==> config.mk <==
export PLATFORM = sky130hd
export DESIGN_NAME = mem_port_arbiter
export DESIGN_NICKNAME = d
export VERILOG_FILES = /design/src/rtl/multicore_pkg.sv /design/src/rtl/mem_port_arbiter.sv
export SDC_FILE = /design/constraint.sdc
export NUM_CORES = 1
export LEC_CHECK = 0
export CORE_AREA = 2 2 112 114
export CTS_BUF_LIST = sky130_fd_sc_hd__clkbuf_16
export DETAILED_ROUTE_END_ITERATION = 12
export DIE_AREA = 0 0 114 116
export PLACE_DENSITY_LB_ADDON = 0.3
export SETUP_SLACK_MARGIN = 0.2
export SLEW_MARGIN = 10
export SYNTH_ARGS = -nofsm -noshare
export SYNTH_HDL_FRONTEND = slang
export SYNTH_SLANG_ARGS = --single-unit
==> constraint.sdc <==
create_clock -name i_aclk -period 1.5 [get_ports i_aclk]
set_input_delay 0.375 -clock i_aclk [delete_from_list [all_inputs] [get_ports i_aclk]]
set_output_delay 0.375 -clock i_aclk [all_outputs]
set_load 0.01 [all_outputs]
==> src/rtl/multicore_pkg.sv <==
// rtl/multicore_pkg.sv - shared types and constants for the memory port arbiter
// Contents:
//   arb_state_t          : arbiter FSM states
//   ARB_MAX_DATA_STREAK  : default cap on consecutive data grants while fetch waits
package multicore_pkg;

    typedef enum logic [1:0] {
        ARB_IDLE      = 2'd0,
        ARB_IF_BUSY   = 2'd1,
        ARB_DATA_BUSY = 2'd2
    } arb_state_t;

    localparam int ARB_MAX_DATA_STREAK = 4;

endpackage

==> src/rtl/mem_port_arbiter.sv <==
// rtl/mem_port_arbiter.sv - shares one memory bus between the fetch port and the MA data port
// Ports:
//   i_aclk, i_reset          : clock, synchronous active-high reset
//   i_if_req/addr/flush      : fetch request, address, branch-redirect flush pulse
//   o_if_done/rdata          : fetch completion and data (combinational from i_mem_ack)
//   i_ma_req/we/be/addr/wdata: data-port request and fields
//   o_ma_done/rdata          : data completion and read data (combinational from i_mem_ack)
//   o_mem_req/we/be/addr/wdata : registered bus request and fields
//   i_mem_ack/rdata          : bus completion and read data
module mem_port_arbiter
    import multicore_pkg::*;
#(
    parameter int ADDR_W          = 32,
    parameter int DATA_W          = 32,
    parameter int MAX_DATA_STREAK = ARB_MAX_DATA_STREAK
) (
    input  logic                  i_aclk,
    input  logic                  i_reset,
    input  logic                  i_if_req,
    input  logic [ADDR_W-1:0]     i_if_addr,
    input  logic                  i_if_flush,
    output logic                  o_if_done,
    output logic [DATA_W-1:0]     o_if_rdata,
    input  logic                  i_ma_req,
    input  logic                  i_ma_we,
    input  logic [DATA_W/8-1:0]   i_ma_be,
    input  logic [ADDR_W-1:0]     i_ma_addr,
    input  logic [DATA_W-1:0]     i_ma_wdata,
    output logic                  o_ma_done,
    output logic [DATA_W-1:0]     o_ma_rdata,
    output logic                  o_mem_req,
    output logic                  o_mem_we,
    output logic [DATA_W/8-1:0]   o_mem_be,
    output logic [ADDR_W-1:0]     o_mem_addr,
    output logic [DATA_W-1:0]     o_mem_wdata,
    input  logic                  i_mem_ack,
    input  logic [DATA_W-1:0]     i_mem_rdata
);

    localparam int SW = $clog2(MAX_DATA_STREAK + 1);

    arb_state_t            r_state;
    logic                  r_drop;
    logic [SW-1:0]         r_streak;
    logic                  r_mem_req;
    logic                  r_mem_we;
    logic [DATA_W/8-1:0]   r_mem_be;
    logic [ADDR_W-1:0]     r_mem_addr;
    logic [DATA_W-1:0]     r_mem_wdata;

    logic                  w_if_elig;
    logic                  w_streak_max;
    logic                  w_grant_if;
    logic                  w_grant_data;

    always_comb begin
        // A flush in the same cycle makes the (stale) fetch address ineligible.
        w_if_elig    = i_if_req & ~i_if_flush;
        w_streak_max = (r_streak == SW'(MAX_DATA_STREAK));
        w_grant_if   = (r_state == ARB_IDLE) & w_if_elig & (~i_ma_req | w_streak_max);
        w_grant_data = (r_state == ARB_IDLE) & i_ma_req & ~w_grant_if;
        // A flush arriving in the ack cycle itself must also suppress the done.
        o_if_done    = i_mem_ack & (r_state == ARB_IF_BUSY) & ~r_drop & ~i_if_flush;
        o_ma_done    = i_mem_ack & (r_state == ARB_DATA_BUSY);
        o_if_rdata   = i_mem_rdata;
        o_ma_rdata   = i_mem_rdata;
    end

    always_ff @(posedge i_aclk) begin
        if (i_reset) begin
            r_state     <= ARB_IDLE;
            r_drop      <= 1'b0;
            r_streak    <= '0;
            r_mem_req   <= 1'b0;
            r_mem_we    <= 1'b0;
            r_mem_be    <= '0;
            r_mem_addr  <= '0;
            r_mem_wdata <= '0;
        end else begin
            case (r_state)
                ARB_IDLE: begin
                    if (w_grant_data) begin
                        r_state     <= ARB_DATA_BUSY;
                        r_mem_req   <= 1'b1;
                        r_mem_we    <= i_ma_we;
                        r_mem_be    <= i_ma_be;
                        r_mem_addr  <= i_ma_addr;
                        r_mem_wdata <= i_ma_wdata;
                        // Only count grants that actually made fetch wait.
                        if (!w_if_elig)
                            r_streak <= '0;
                        else if (!w_streak_max)
                            r_streak <= r_streak + SW'(1);
                    end else if (w_grant_if) begin
                        r_state     <= ARB_IF_BUSY;
                        r_mem_req   <= 1'b1;
                        r_mem_we    <= 1'b0;
                        r_mem_be    <= '1;
                        r_mem_addr  <= i_if_addr;
                        r_mem_wdata <= '0;
                        r_streak    <= '0;
                        r_drop      <= 1'b0;
                    end else begin
                        r_streak <= '0;
                    end
                end
                ARB_IF_BUSY: begin
                    if (i_mem_ack) begin
                        r_state   <= ARB_IDLE;
                        r_mem_req <= 1'b0;
                        r_drop    <= 1'b0;
                    end else if (i_if_flush) begin
                        // Bus transaction still runs to completion; only the done is hidden.
                        r_drop <= 1'b1;
                    end
                end
                ARB_DATA_BUSY: begin
                    if (i_mem_ack) begin
                        r_state   <= ARB_IDLE;
                        r_mem_req <= 1'b0;
                    end
                end
                default: begin
                    r_state   <= ARB_IDLE;
                    r_mem_req <= 1'b0;
                end
            endcase
        end
    end

    assign o_mem_req   = r_mem_req;
    assign o_mem_we    = r_mem_we;
    assign o_mem_be    = r_mem_be;
    assign o_mem_addr  = r_mem_addr;
    assign o_mem_wdata = r_mem_wdata;

endmodule

# After elaboration in Yosys (flattened, before gate mapping)
# Cells that the tools add are included.
totals:
  reg_bits: 76
  out_inout_bits: 136
classes:
  add_sub_neg: 1
  eq_ne: 9
  muxes: 23
  bitwise: 14
  n_reduce_logical: 8
ops:
  columns: ["operator", "count"]
  rows:
  - ["2-to-1 mux 32 bit", 4]
  - ["AND 1 bit", 9]
  - ["2-to-1 mux 3 bit", 3]
  - ["!= test 3 bit (second input constant)", 3]
  - ["2-to-1 mux 1 bit", 8]
  - ["2-to-1 mux 4 bit", 2]
  - ["2-to-1 mux 2 bit", 3]
  - ["AND reduction 2 bit", 3]
  - ["!= test 2 bit (second input constant)", 2]
  - ["NOT 1 bit", 4]
  - ["case mux 1 bit (2 select lines)", 2]
  - ["case mux 2 bit (2 select lines)", 1]
  - ["AND reduction 4 bit", 1]
  - ["nonzero test 2 bit", 2]
  - ["adder 3 x 1 -> 3 bit (second input constant)", 1]
  - ["== test 3 bit (second input constant)", 1]
  - ["== test 2 x 1 -> 1 bit (second input constant)", 1]
  - ["== test 2 bit (second input constant)", 1]
  - ["logical NOT 2 bit", 1]
  - ["!= test 2 x 1 -> 1 bit (second input constant)", 1]
  - ["OR reduction 2 bit", 1]
  - ["OR 1 bit", 1]

# Depth between registers and ports, before layout
# Gate-level depths: netlist of the first run.
depth:
  depth_word: 8
  mapped_depth: 9

# Least setup slack after synthesis of the first run
# No wires, ideal clock.
synth_timing:
  kind: "register to register"
  from: "register r_state[0]"
  to: "register r_mem_wdata[24] (netlist: o_mem_wdata[24])"
  setup_ns: 0.128
  arrival_ns: 1.498
  required_ns: 1.372
  path_slack_ns: -0.125
  path_stages_with_launch: 10
  path_buffers: 3
  period_less_slack_ns: 1.625
  path_cell_list: "dfxtp_1 inv_1 ha_1 buf_4 and2_4 and2_4 buf_6 buf_4 a22oi_1 nor2_1"
synth_between:
  elab_chain_cells: 7
  elab_cells_between_ends: 9
  classes_between: "mux: 1; bitwise: 5; reduce/logical: 3"
synth_rtl:
  columns: ["item", "line_no", "text"]
  rows:
  - ["start: declaration", "mem_port_arbiter.sv:42", "arb_state_t r_state;"]
  - ["start signal: assignment", "mem_port_arbiter.sv:71", "r_state <= ARB_IDLE;"]
  - ["start signal: assignment", "mem_port_arbiter.sv:83", "r_state <= ARB_DATA_BUSY;"]
  - ["start signal: assignment", "mem_port_arbiter.sv:95", "r_state <= ARB_IF_BUSY;"]
  - ["logical NOT 2 bit *", "mem_port_arbiter.sv:60, mem_port_arbiter.sv:61, mem_port_arbiter.sv:80", null]
  - ["AND 1 bit (2 in series)", "mem_port_arbiter.sv:60", "w_grant_if = (r_state == ARB_IDLE) & w_if_elig & (~i_ma_req | w_streak_max);"]
  - ["NOT 1 bit", "mem_port_arbiter.sv:61", "w_grant_data = (r_state == ARB_IDLE) & i_ma_req & ~w_grant_if;"]
  - ["AND 1 bit", "mem_port_arbiter.sv:61", null]
  - ["nonzero test 2 bit (no line)", null, null]
  - ["AND reduction 2 bit (no line)", null, null]
  - ["end signal: assignment", "mem_port_arbiter.sv:88", "r_mem_wdata <= i_ma_wdata;"]
  - ["end: declaration", "mem_port_arbiter.sv:49", "logic [DATA_W-1:0] r_mem_wdata;"]
# Every way passes the cells marked *; elsewhere a longest branch is shown, timed or not.
# A chain may end at the register's enable or synchronous reset.

# Worst setup path in the final report of the first run
layout_timing:
  from: "register r_state[0]"
  to: "register r_mem_addr[6] (netlist: o_mem_addr[6])"
layout_between:
  elab_chain_cells: 7
  elab_cells_between_ends: 9
  classes_between: "mux: 1; bitwise: 5; reduce/logical: 3"
layout_rtl:
  columns: ["item", "line_no", "text"]
  rows:
  - ["logical NOT 2 bit *", "mem_port_arbiter.sv:60, mem_port_arbiter.sv:61, mem_port_arbiter.sv:80", null]
  - ["AND 1 bit (2 in series)", "mem_port_arbiter.sv:60", null]
  - ["NOT 1 bit", "mem_port_arbiter.sv:61", null]
  - ["AND 1 bit", "mem_port_arbiter.sv:61", null]
  - ["nonzero test 2 bit (no line)", null, null]
  - ["AND reduction 2 bit (no line)", null, null]
  - ["end signal: assignment", "mem_port_arbiter.sv:87", "r_mem_addr <= i_ma_addr;"]
  - ["end signal: assignment", "mem_port_arbiter.sv:99", "r_mem_addr <= i_if_addr;"]
  - ["end: declaration", "mem_port_arbiter.sv:48", "logic [ADDR_W-1:0] r_mem_addr;"]
# Marked as above.

==> report_table.html, run 1 <==
<table>
<tr><th>Metric</th><th>Value</th></tr>
<tr><th colspan="2">Outcome</th></tr>
<tr><td>Outcome</td><td>finished, violations left</td></tr>
<tr><td>Failing checks</td><td>setup timing</td></tr>
<tr><th colspan="2">Global route</th></tr>
<tr><td>Pin count of the biggest net entering global routing</td><td>a little over 40</td></tr>
<tr><td>Total grt overflow</td><td>0</td></tr>
<tr><td>GRT Total Usage</td><td>18.5%</td></tr>
<tr><td>Number of antenna violations at the first check in global routing</td><td>0</td></tr>
<tr><td>Number of global-route vias before repair</td><td>3759</td></tr>
<tr><td>Global-route wire length before repair</td><td>around 19000 µm</td></tr>
<tr><th colspan="2">Clock network</th></tr>
<tr><td>Num CTS Buffers</td><td>9</td></tr>
<tr><td>Clock transition at the registers of the reported paths</td><td>roughly 0.060 ns</td></tr>
<tr><td>Num Clock Sinks</td><td>between 70 and 80</td></tr>
<tr><td>Number of buffers added to fix hold violations after cts</td><td>0</td></tr>
<tr><td>Clock buffer depth</td><td>2</td></tr>
<tr><td>Worst-skew pair later-pin latency</td><td>0.34 ns</td></tr>
<tr><td>Level count of the clock H-tree</td><td>3</td></tr>
<tr><td>CTS Root Buffer Type</td><td>sky130_fd_sc_hd__clkbuf_16</td></tr>
<tr><td>CTS tree</td><td>yes</td></tr>
<tr><th colspan="2">Drt</th></tr>
<tr><td>First drt pass iteration count</td><td>4</td></tr>
<tr><td>Count of routing violations after the opening detailed-route iteration</td><td>between 100 and 150</td></tr>
<tr><td>DRC violations left</td><td>0</td></tr>
<tr><td>Routed via count divided by cell count</td><td>4.81</td></tr>
<tr><td>Average wire per cell in the routed design</td><td>17.0 µm</td></tr>
<tr><td>Final ANT Viol Nets</td><td>0</td></tr>
<tr><td>Count of vias placed by the detailed router</td><td>~3500</td></tr>
<tr><td>Routed Wire Length</td><td>12500 µm</td></tr>
<tr><th colspan="2">Worst setup path</th></tr>
<tr><td>Crit path required time</td><td>1.71 ns</td></tr>
<tr><td>Worst path arrival time</td><td>1.93 ns</td></tr>
<tr><td>Crit-path max FO</td><td>8</td></tr>
<tr><td>CP Capture Type</td><td>flip-flop</td></tr>
<tr><td>RR Startpoint</td><td>r_state[0]$_SDFFE_PP0P_</td></tr>
<tr><td>Crit path launch type</td><td>flip-flop</td></tr>
<tr><td>Flop2flop setup slack</td><td>-0.21 ns</td></tr>
<tr><td>Worst r2r dst</td><td>o_mem_addr[6]$_SDFFE_PP0P_</td></tr>
<tr><td>Reg2Reg Depth</td><td>10</td></tr>
<tr><td>Critical path class</td><td>flip-flop to flip-flop</td></tr>
<tr><th colspan="2">Cells and area</th></tr>
<tr><td>Final Instance Area</td><td>6590 µm²</td></tr>
<tr><td>Area overhead of the layout relative to synthesis</td><td>80.3%</td></tr>
<tr><td>Sequential standard cell area</td><td>1560 µm²</td></tr>
<tr><td>Share of post-route cells with drive strength above 1</td><td>49.8%</td></tr>
<tr><td>Fill cell instance count of the final layout</td><td>1069</td></tr>
<tr><td>Diode insertion count for antenna repair</td><td>0</td></tr>
<tr><td>Core utilization of the finished layout</td><td>55.3%</td></tr>
<tr><td>Area of the multi-input gates</td><td>1880 µm²</td></tr>
<tr><td>Post-layout net count</td><td>roughly 730</td></tr>
<tr><th colspan="2">Timing</th></tr>
<tr><td>Max Freq</td><td>between 500 and 600 MHz</td></tr>
<tr><td>Number of hold-slack violations in the final timing report</td><td>0</td></tr>
<tr><td>Smallest setup slack after layout</td><td>-0.213 ns</td></tr>
<tr><td>Post-Route Setup TNS</td><td>-11.94 ns</td></tr>
<tr><td>Relative slew slack</td><td>82.1%</td></tr>
<tr><td>Time the worst path needs with I/O delays and setup</td><td>1.71 ns</td></tr>
<tr><td>Clock skew</td><td>around 0.0064 ns</td></tr>
<tr><td>Setup repair after global routing missed its margin</td><td>yes</td></tr>
<tr><td>Tcrit/Tclk final</td><td>114%</td></tr>
<tr><td>Total count of max-transition violations in the final report</td><td>0</td></tr>
<tr><td>Number of setup violations in the final report</td><td>73</td></tr>
<tr><td>Worst Tran Pin Value</td><td>0.267 ns</td></tr>
<tr><th colspan="2">Power</th></tr>
<tr><td>Power density cells</td><td>approximately 1300 nW/µm²</td></tr>
<tr><td>Reported leakage power</td><td>roughly 0.0026 µW</td></tr>
<tr><td>Peak VDD IR</td><td>0.621 mV</td></tr>
<tr><th colspan="2">Worst hold path</th></tr>
<tr><td>Start point of the worst hold path</td><td>o_mem_wdata[0]$_SDFFE_PP0P_</td></tr>
<tr><td>Hold crit path type</td><td>flip-flop to flip-flop</td></tr>
<tr><td>Worst Hold Path Cells</td><td>2</td></tr>
<tr><td>Hold Path End</td><td>o_mem_wdata[0]$_SDFFE_PP0P_</td></tr>
<tr><th colspan="2">Placed design</th></tr>
<tr><td>Setup slack after placement</td><td>-0.616 ns</td></tr>
<tr><td>DPL Wire Length</td><td>8070 µm</td></tr>
<tr><td>Instance area after placement</td><td>around 5500 µm²</td></tr>
<tr><td>Placer congestion estimate</td><td>0.707</td></tr>
<tr><td>Port bufs</td><td>178</td></tr>
<tr><th colspan="2">Logic synthesis</th></tr>
<tr><td>Number of warnings reported in the yosys synthesis log</td><td>0</td></tr>
<tr><td>Mapped cell area</td><td>3650 µm²</td></tr>
<tr><td>Sequential element share of the synthesized area</td><td>between 40% and 50%</td></tr>
<tr><td>Leading cell types by total area after synthesis</td><td>sky130_fd_sc_hd__dfxtp_1 (42%), sky130_fd_sc_hd__buf_4 (15%), sky130_fd_sc_hd__nor2_1 (7.5%), sky130_fd_sc_hd__a22oi_1 (6.8%), sky130_fd_sc_hd__a211oi_1 (4.5%)</td></tr>
<tr><td>Cell type with the highest aggregate area in the netlist</td><td>sky130_fd_sc_hd__dfxtp_1</td></tr>
<tr><td>Synth Flop Type</td><td>sky130_fd_sc_hd__dfxtp_1</td></tr>
<tr><td>Per-instance average area after synthesis</td><td>a little under 9 µm²</td></tr>
<tr><td>Synth top area share</td><td>41.6%</td></tr>
<tr><td>Post-synthesis sequential element count</td><td>76</td></tr>
<tr><td>Post-synthesis instance total</td><td>419</td></tr>
<tr><td>EDFF count, synth</td><td>0</td></tr>
<tr><td>Post-synth ARST share</td><td>0%</td></tr>
<tr><td>Number of distinct library cell variants in the gate-level netlist after synthesis</td><td>39</td></tr>
<tr><td>Mapped Nets</td><td>563</td></tr>
<tr><th colspan="2">Die</th></tr>
<tr><td>Die footprint</td><td>13200 µm²</td></tr>
<tr><td>Core area</td><td>11900 µm²</td></tr>
<tr><td>Site row count</td><td>40</td></tr>
<tr><td>Starting Density</td><td>30.7%</td></tr>
<tr><td>Height of the chip</td><td>116 µm</td></tr>
<tr><td>Width of the chip</td><td>114 µm</td></tr>
<tr><td>Number of top-level design ports</td><td>approximately 280</td></tr>
<tr><th colspan="2">Job</th></tr>
<tr><td>Max-capacitance violation count</td><td>0</td></tr>
</table>
[worst max path at each step]
stage                                         to                     from
floorplan           o_mem_wdata[25]$_SDFFE_PP0P_  r_state[0]$_SDFFE_PP0P_
global placement                       o_if_done                i_mem_ack
detailed placement    o_mem_addr[6]$_SDFFE_PP0P_               i_if_flush
CTS                   o_mem_addr[5]$_SDFFE_PP0P_  r_state[0]$_SDFFE_PP0P_
global route         o_mem_addr[11]$_SDFFE_PP0P_  r_state[0]$_SDFFE_PP0P_
finish                o_mem_addr[6]$_SDFFE_PP0P_  r_state[0]$_SDFFE_PP0P_
[layout make-up]
class	count	area share (%)
clock buffer	9	3.42
tap	147	2.79
sequential	76	23.7
clock inverter	7	1.04
multi-input combinational	242	28.5
inverter	5	0.361
timing repair buffer	251	40.2
[timing repair]
item,CTS,global route
gates resized for setup,298,72
pin swaps,53,29
buffers inserted,17,4
endpoints found under the setup margin,148,110
gates cloned,9,1
[per-stage QoR]
stage | total power [µW] | hold slack [ns] | cells
6_report | 8250 | 0.488 | 737
5_1_grt | 8700 | 0.509 | 737
4_1_cts | 8090 | 0.482 | 732
3_5_place_dp | 5320 | 0.475 | 690
3_3_place_gp | 5270 | 0.468 | 690
2_1_floorplan | 4130 | 0.460 | 419
[sequential cells by signal (all words and copies together) (netlist names)]
name and cells:
o_mem_addr 32, o_mem_wdata 32, o_mem_be 4, r_streak 3, r_state 2, o_mem_req 1
o_mem_we 1, r_drop 1
[metal layers]
| metal | vias up | part of all wire [%] | GRT usage [%] |
|---|---|---|---|
| met5 | - | 0 | 0 |
| met2 | 136 | 52 | 33.1 |
| met3 | 37 | 6.7 | 5.18 |
| met1 | 1661 | 39 | 20.1 |
| met4 | 0 | 2.7 | 9.02 |
| li1 | 1713 | - | - |
[layout by cell type (no fill, tap or decap), drive strengths merged, types with 3 or more instances in the layout]
cell type,synthesis,routed
o22ai,4,4
buf,87,104
clkinvlp,0,4
ha,5,5
clkbuf,9,17
a21oi,35,35
inv,5,6
and2,3,3
clkdlybuf4s50,0,102
a211oi,32,32
nor2,73,73
a22oi,33,33
dfxtp,76,76
clkdlybuf4s15,0,34
nand2,35,35
[worst max-delay path, stage by stage (launching register included)]
cell and delay, ns:
sky130_fd_sc_hd__dfxtp_2 0.33, sky130_fd_sc_hd__buf_6 0.10, sky130_fd_sc_hd__inv_4 0.03, sky130_fd_sc_hd__buf_6 0.10
sky130_fd_sc_hd__ha_4 0.15, sky130_fd_sc_hd__and2_4 0.13, sky130_fd_sc_hd__and2_4 0.22, sky130_fd_sc_hd__buf_6 0.14
sky130_fd_sc_hd__buf_12 0.13, sky130_fd_sc_hd__a21oi_1 0.17, sky130_fd_sc_hd__a211oi_2 0.09
[cell families (layout without fill, tap and decap cells)]
| family | count (synthesis) | in the layout | synth area share [%] |
|---|---|---|---|
| flops | 76 | 76 | 41.6 |
| fa+ha+maj | 5 | 5 | 1.71 |
| compound gates | 114 | 114 | 23.3 |
| mux | 1 | 1 | 0.274 |
| buf+inv | 101 | 272 | 19.3 |
| simple gates | 122 | 122 | 13.8 |
[synthesized netlist by cell type, types with 2 or more instances]
master                     instances
sky130_fd_sc_hd__dfxtp_1          76
sky130_fd_sc_hd__nor2_1           73
sky130_fd_sc_hd__buf_4            72
sky130_fd_sc_hd__nand2_1          34
sky130_fd_sc_hd__a22oi_1          33
sky130_fd_sc_hd__a21oi_1          25
sky130_fd_sc_hd__a211oi_1         22
sky130_fd_sc_hd__a211oi_2         10
sky130_fd_sc_hd__a21oi_2          10
sky130_fd_sc_hd__buf_2            10
sky130_fd_sc_hd__clkbuf_1          9
sky130_fd_sc_hd__ha_1              5
sky130_fd_sc_hd__inv_1             5
sky130_fd_sc_hd__o22ai_1           4
sky130_fd_sc_hd__a31oi_1           2
sky130_fd_sc_hd__and2_4            2
sky130_fd_sc_hd__buf_6             2
sky130_fd_sc_hd__nand2b_1          2
sky130_fd_sc_hd__nor2b_1           2
sky130_fd_sc_hd__nor3_1            2
[power breakdown]
part	total, µW	switching (µW)	leakage [µW]	internal, µW
Combinational	3590	1590	0.00183	1990
Sequential	2510	171	0.000640	2340
Clock	2150	867	0.000135	1280
No activity file was read; power rests on OpenSTA's default activity.
==> run 2: changes to the inputs <==
- CTS_CLUSTER_SIZE: not set -> 30
==> results of run 2 <==
Same layout as run 1: the final DEF is identical, and so are final timing and power.
==> run 3: changes to the inputs <==
- CORE_AREA: 2 2 112 114 -> 2 2 107 109
- DIE_AREA: 0 0 114 116 -> 0 0 109 111
- clock period: 1.5 -> 1.85 ns (I/O delays scaled with it)
==> run 3 against run 2 <==
The flow now finishes without violations. Worst hold slack got worse by 0.052 ns. Via count decreased by 1.4%. Core utilization increased by 1.1 points. Clock power decreased by 13%. Worst setup slack improved by 0.36 ns. Non-clock buffer count decreased by 22. Power decreased by 21%. Count of clock-buffer cells in the layout unchanged. Critical path type is now flip-flop to output port.
==> report_table.html, run 3 (same netlist as run 1, synthesis figures left out) <==
<table>
<tr><th>Metric</th><th>Value</th></tr>
<tr><th colspan="2">Timing</th></tr>
<tr><td>Relative slew slack</td><td>73.6%</td></tr>
<tr><td>Worst hold margin</td><td>0.437 ns</td></tr>
<tr><td>Number of hold-slack violations in the final timing report</td><td>0</td></tr>
<tr><td>Clock skew</td><td>0.00793 ns</td></tr>
<tr><td>Worst Tran Pin Value</td><td>0.397 ns</td></tr>
<tr><td>Total count of max-transition violations in the final report</td><td>0</td></tr>
<tr><td>Smallest setup slack after layout</td><td>0.146 ns</td></tr>
<tr><td>Tcrit/Tclk final</td><td>92.1%</td></tr>
<tr><td>Number of setup violations in the final report</td><td>0</td></tr>
<tr><td>Time the worst path needs with I/O delays and setup</td><td>1.70 ns</td></tr>
<tr><td>Setup repair after global routing missed its margin</td><td>yes</td></tr>
<tr><td>Max Freq</td><td>587 MHz</td></tr>
<tr><th colspan="2">Worst setup path</th></tr>
<tr><td>CP Capture Type</td><td>output port</td></tr>
<tr><td>Critical path class</td><td>flip-flop to output port</td></tr>
<tr><td>Crit path launch type</td><td>flip-flop</td></tr>
<tr><td>Worst path arrival time</td><td>1.24 ns</td></tr>
<tr><td>Crit path required time</td><td>between 1 and 1.5 ns</td></tr>
<tr><td>Crit-path max FO</td><td>2</td></tr>
<tr><th colspan="2">Cells and area</th></tr>
<tr><td>Area overhead of the layout relative to synthesis</td><td>70.9%</td></tr>
<tr><td>Final Instance Count excl. Fillers</td><td>711</td></tr>
<tr><td>Final Instance Area</td><td>6250 µm²</td></tr>
<tr><td>Post-layout net count</td><td>approximately 710</td></tr>
<tr><td>Share of post-route cells with drive strength above 1</td><td>28.0%</td></tr>
<tr><td>Fill cell instance count of the final layout</td><td>about 1000</td></tr>
<tr><td>Most used cells in the layout excluding fill and tap cells</td><td>sky130_fd_sc_hd__clkdlybuf4s50_1 (102), sky130_fd_sc_hd__nor2_1 (73), sky130_fd_sc_hd__dlygate4sd2_1 (73), sky130_fd_sc_hd__dfxtp_1 (73), sky130_fd_sc_hd__nand2_1 (34)</td></tr>
<tr><td>Most common cell after layout, fill and taps aside</td><td>sky130_fd_sc_hd__clkdlybuf4s50_1</td></tr>
<tr><td>Diode insertion count for antenna repair</td><td>0</td></tr>
<tr><th colspan="2">Power</th></tr>
<tr><td>Reported leakage power</td><td>0.00264 µW</td></tr>
<tr><td>Clock network power share</td><td>28.7%</td></tr>
<tr><td>Sw Pwr</td><td>2130 µW</td></tr>
<tr><td>Combinational fraction of design power</td><td>40.3%</td></tr>
<tr><td>Internal portion of total power</td><td>4360 µW</td></tr>
<tr><td>Fraction of power consumed by sequential logic</td><td>31.0%</td></tr>
<tr><td>Peak VDD IR</td><td>0.552 mV</td></tr>
<tr><td>Net Sw Frac</td><td>approximately a third</td></tr>
<tr><td>Power density cells</td><td>1040 nW/µm²</td></tr>
<tr><th colspan="2">Global route</th></tr>
<tr><td>Pin count of the biggest net entering global routing</td><td>36</td></tr>
<tr><td>Global-route wire length before repair</td><td>roughly 17000 µm</td></tr>
<tr><td>Total grt overflow</td><td>0</td></tr>
<tr><td>Number of antenna violations at the first check in global routing</td><td>0</td></tr>
<tr><td>Number of global-route vias before repair</td><td>3554</td></tr>
<tr><td>GRT Total Usage</td><td>18.2%</td></tr>
<tr><th colspan="2">Clock network</th></tr>
<tr><td>Num Clock Sinks</td><td>76</td></tr>
<tr><td>Worst-skew pair later-pin latency</td><td>0.34 ns</td></tr>
<tr><td>Clock transition at the registers of the reported paths</td><td>0.07 ns</td></tr>
<tr><td>Clock buffer depth</td><td>2</td></tr>
<tr><td>CTS tree</td><td>yes</td></tr>
<tr><td>Level count of the clock H-tree</td><td>3</td></tr>
<tr><td>CTS Root Buffer Type</td><td>sky130_fd_sc_hd__clkbuf_16</td></tr>
<tr><td>Num CTS Buffers</td><td>9</td></tr>
<tr><th colspan="2">Die</th></tr>
<tr><td>Height of the chip</td><td>111 µm</td></tr>
<tr><td>Die footprint</td><td>12100 µm²</td></tr>
<tr><td>Number of top-level design ports</td><td>275</td></tr>
<tr><td>Starting Density</td><td>33.0%</td></tr>
<tr><td>Core area</td><td>11100 µm²</td></tr>
<tr><td>Width of the chip</td><td>109 µm</td></tr>
<tr><td>Site row count</td><td>39</td></tr>
<tr><th colspan="2">Job</th></tr>
<tr><td>Max-capacitance violation count</td><td>0</td></tr>
<tr><th colspan="2">Drt</th></tr>
<tr><td>Routed Wire Length</td><td>12000 µm</td></tr>
<tr><td>Average wire per cell in the routed design</td><td>16.8 µm</td></tr>
<tr><td>Count of vias placed by the detailed router</td><td>3499</td></tr>
<tr><td>First drt pass iteration count</td><td>4</td></tr>
<tr><td>Final ANT Viol Nets</td><td>0</td></tr>
<tr><td>Count of routing violations after the opening detailed-route iteration</td><td>111</td></tr>
<tr><td>Routed via count divided by cell count</td><td>4.92</td></tr>
<tr><td>DRC violations left</td><td>0</td></tr>
<tr><th colspan="2">Placed design</th></tr>
<tr><td>Instance area after placement</td><td>5260 µm²</td></tr>
<tr><td>Instance count after placement with tap cells included</td><td>~670</td></tr>
<tr><td>DPL Wire Length</td><td>7440 µm</td></tr>
<tr><td>Setup slack after placement</td><td>-0.440 ns</td></tr>
<tr><td>Placer congestion estimate</td><td>0.743</td></tr>
<tr><td>Port bufs</td><td>178</td></tr>
<tr><th colspan="2">Worst hold path</th></tr>
<tr><td>Hold crit path type</td><td>primary input to flip-flop</td></tr>
<tr><th colspan="2">Outcome</th></tr>
<tr><td>Outcome</td><td>completed</td></tr>
</table>
## run 3: power by group through the flow
stage | sequential [µW] | clock, µW | combinational, µW
final | 2010 | 1860 | 2620
after global placement | 2030 | 0 | 2060
after global routing | 2040 | 1980 | 2790
after CTS | 2000 | 1920 | 2250
after floorplan | 2140 | 0 | 1060
after detailed placement | 2040 | 0 | 2090
## run 3: timing repair
item                                   4_1_cts  5_1_grt
cloned                                       4        4
hold buffers                                 0        0
resized for setup                          112       63
endpoints found under the hold margin        0        0
setup endpoints to repair                  138       58
pin swaps                                    7       45
buffers inserted                            12        4
## run 3: layout make-up
cell class | count | area [µm²] | area share (%)
Inverter | 5 | 23.8 | 0.381
Clock buffer | 9 | 225 | 3.61
Clock inverter | 7 | 87.6 | 1.40
Multi-Input combinational cell | 242 | 1790 | 28.7
Timing Repair Buffer | 229 | 2410 | 38.6
Tap cell | 143 | 179 | 2.86
Sequential cell | 76 | 1530 | 24.5
## run 3: through the flow
| step | power [µW] | utilization (%) | TNS, ns |
|---|---|---|---|
| 5_1_grt | 6810 | 56.4 | 0 |
| 3_3_place_gp | 4090 | 47.5 | -15.83 |
| 6_report | 6490 | 56.4 | 0 |
| 2_1_floorplan | 3200 | - | 0 |
| 4_1_cts | 6160 | 52.3 | 0 |
| 3_5_place_dp | 4120 | 47.5 | -17.57 |
## run 3: path summary, 6_finish.rpt
kind / slack (ns) / cells past startpoint / end / start
max: 0.15 / 5 / o_ma_done / r_state[0]$_SDFFE_PP0P_
min: 0.44 / 2 / o_mem_req$_SDFFE_PP0P_ / i_reset
max reg2reg: 0.17 / 9 / o_mem_wdata[25]$_SDFFE_PP0P_ / r_state[1]$_SDFFE_PP0P_
min reg2reg: 0.49 / 2 / r_streak[1]$_SDFFE_PP0P_ / r_streak[1]$_SDFFE_PP0P_
## run 3: metal layers
metal / up-vias / track usage (%) / share of wire (%)
met5: - / 0 / 0
met4: 0 / 5.30 / 1.7
met3: 24 / 6.17 / 6.3
met2: 115 / 31.6 / 51
met1: 1699 / 20.9 / 41
li1: 1661 / - / -
## run 3: worst max-delay path, stage by stage (launching register included)
cell and delay (ns):
sky130_fd_sc_hd__dfxtp_4 0.37, sky130_fd_sc_hd__buf_6 0.11, sky130_fd_sc_hd__inv_6 0.04, sky130_fd_sc_hd__ha_4 0.14, sky130_fd_sc_hd__and2_4 0.13, sky130_fd_sc_hd__buf_6 0.12
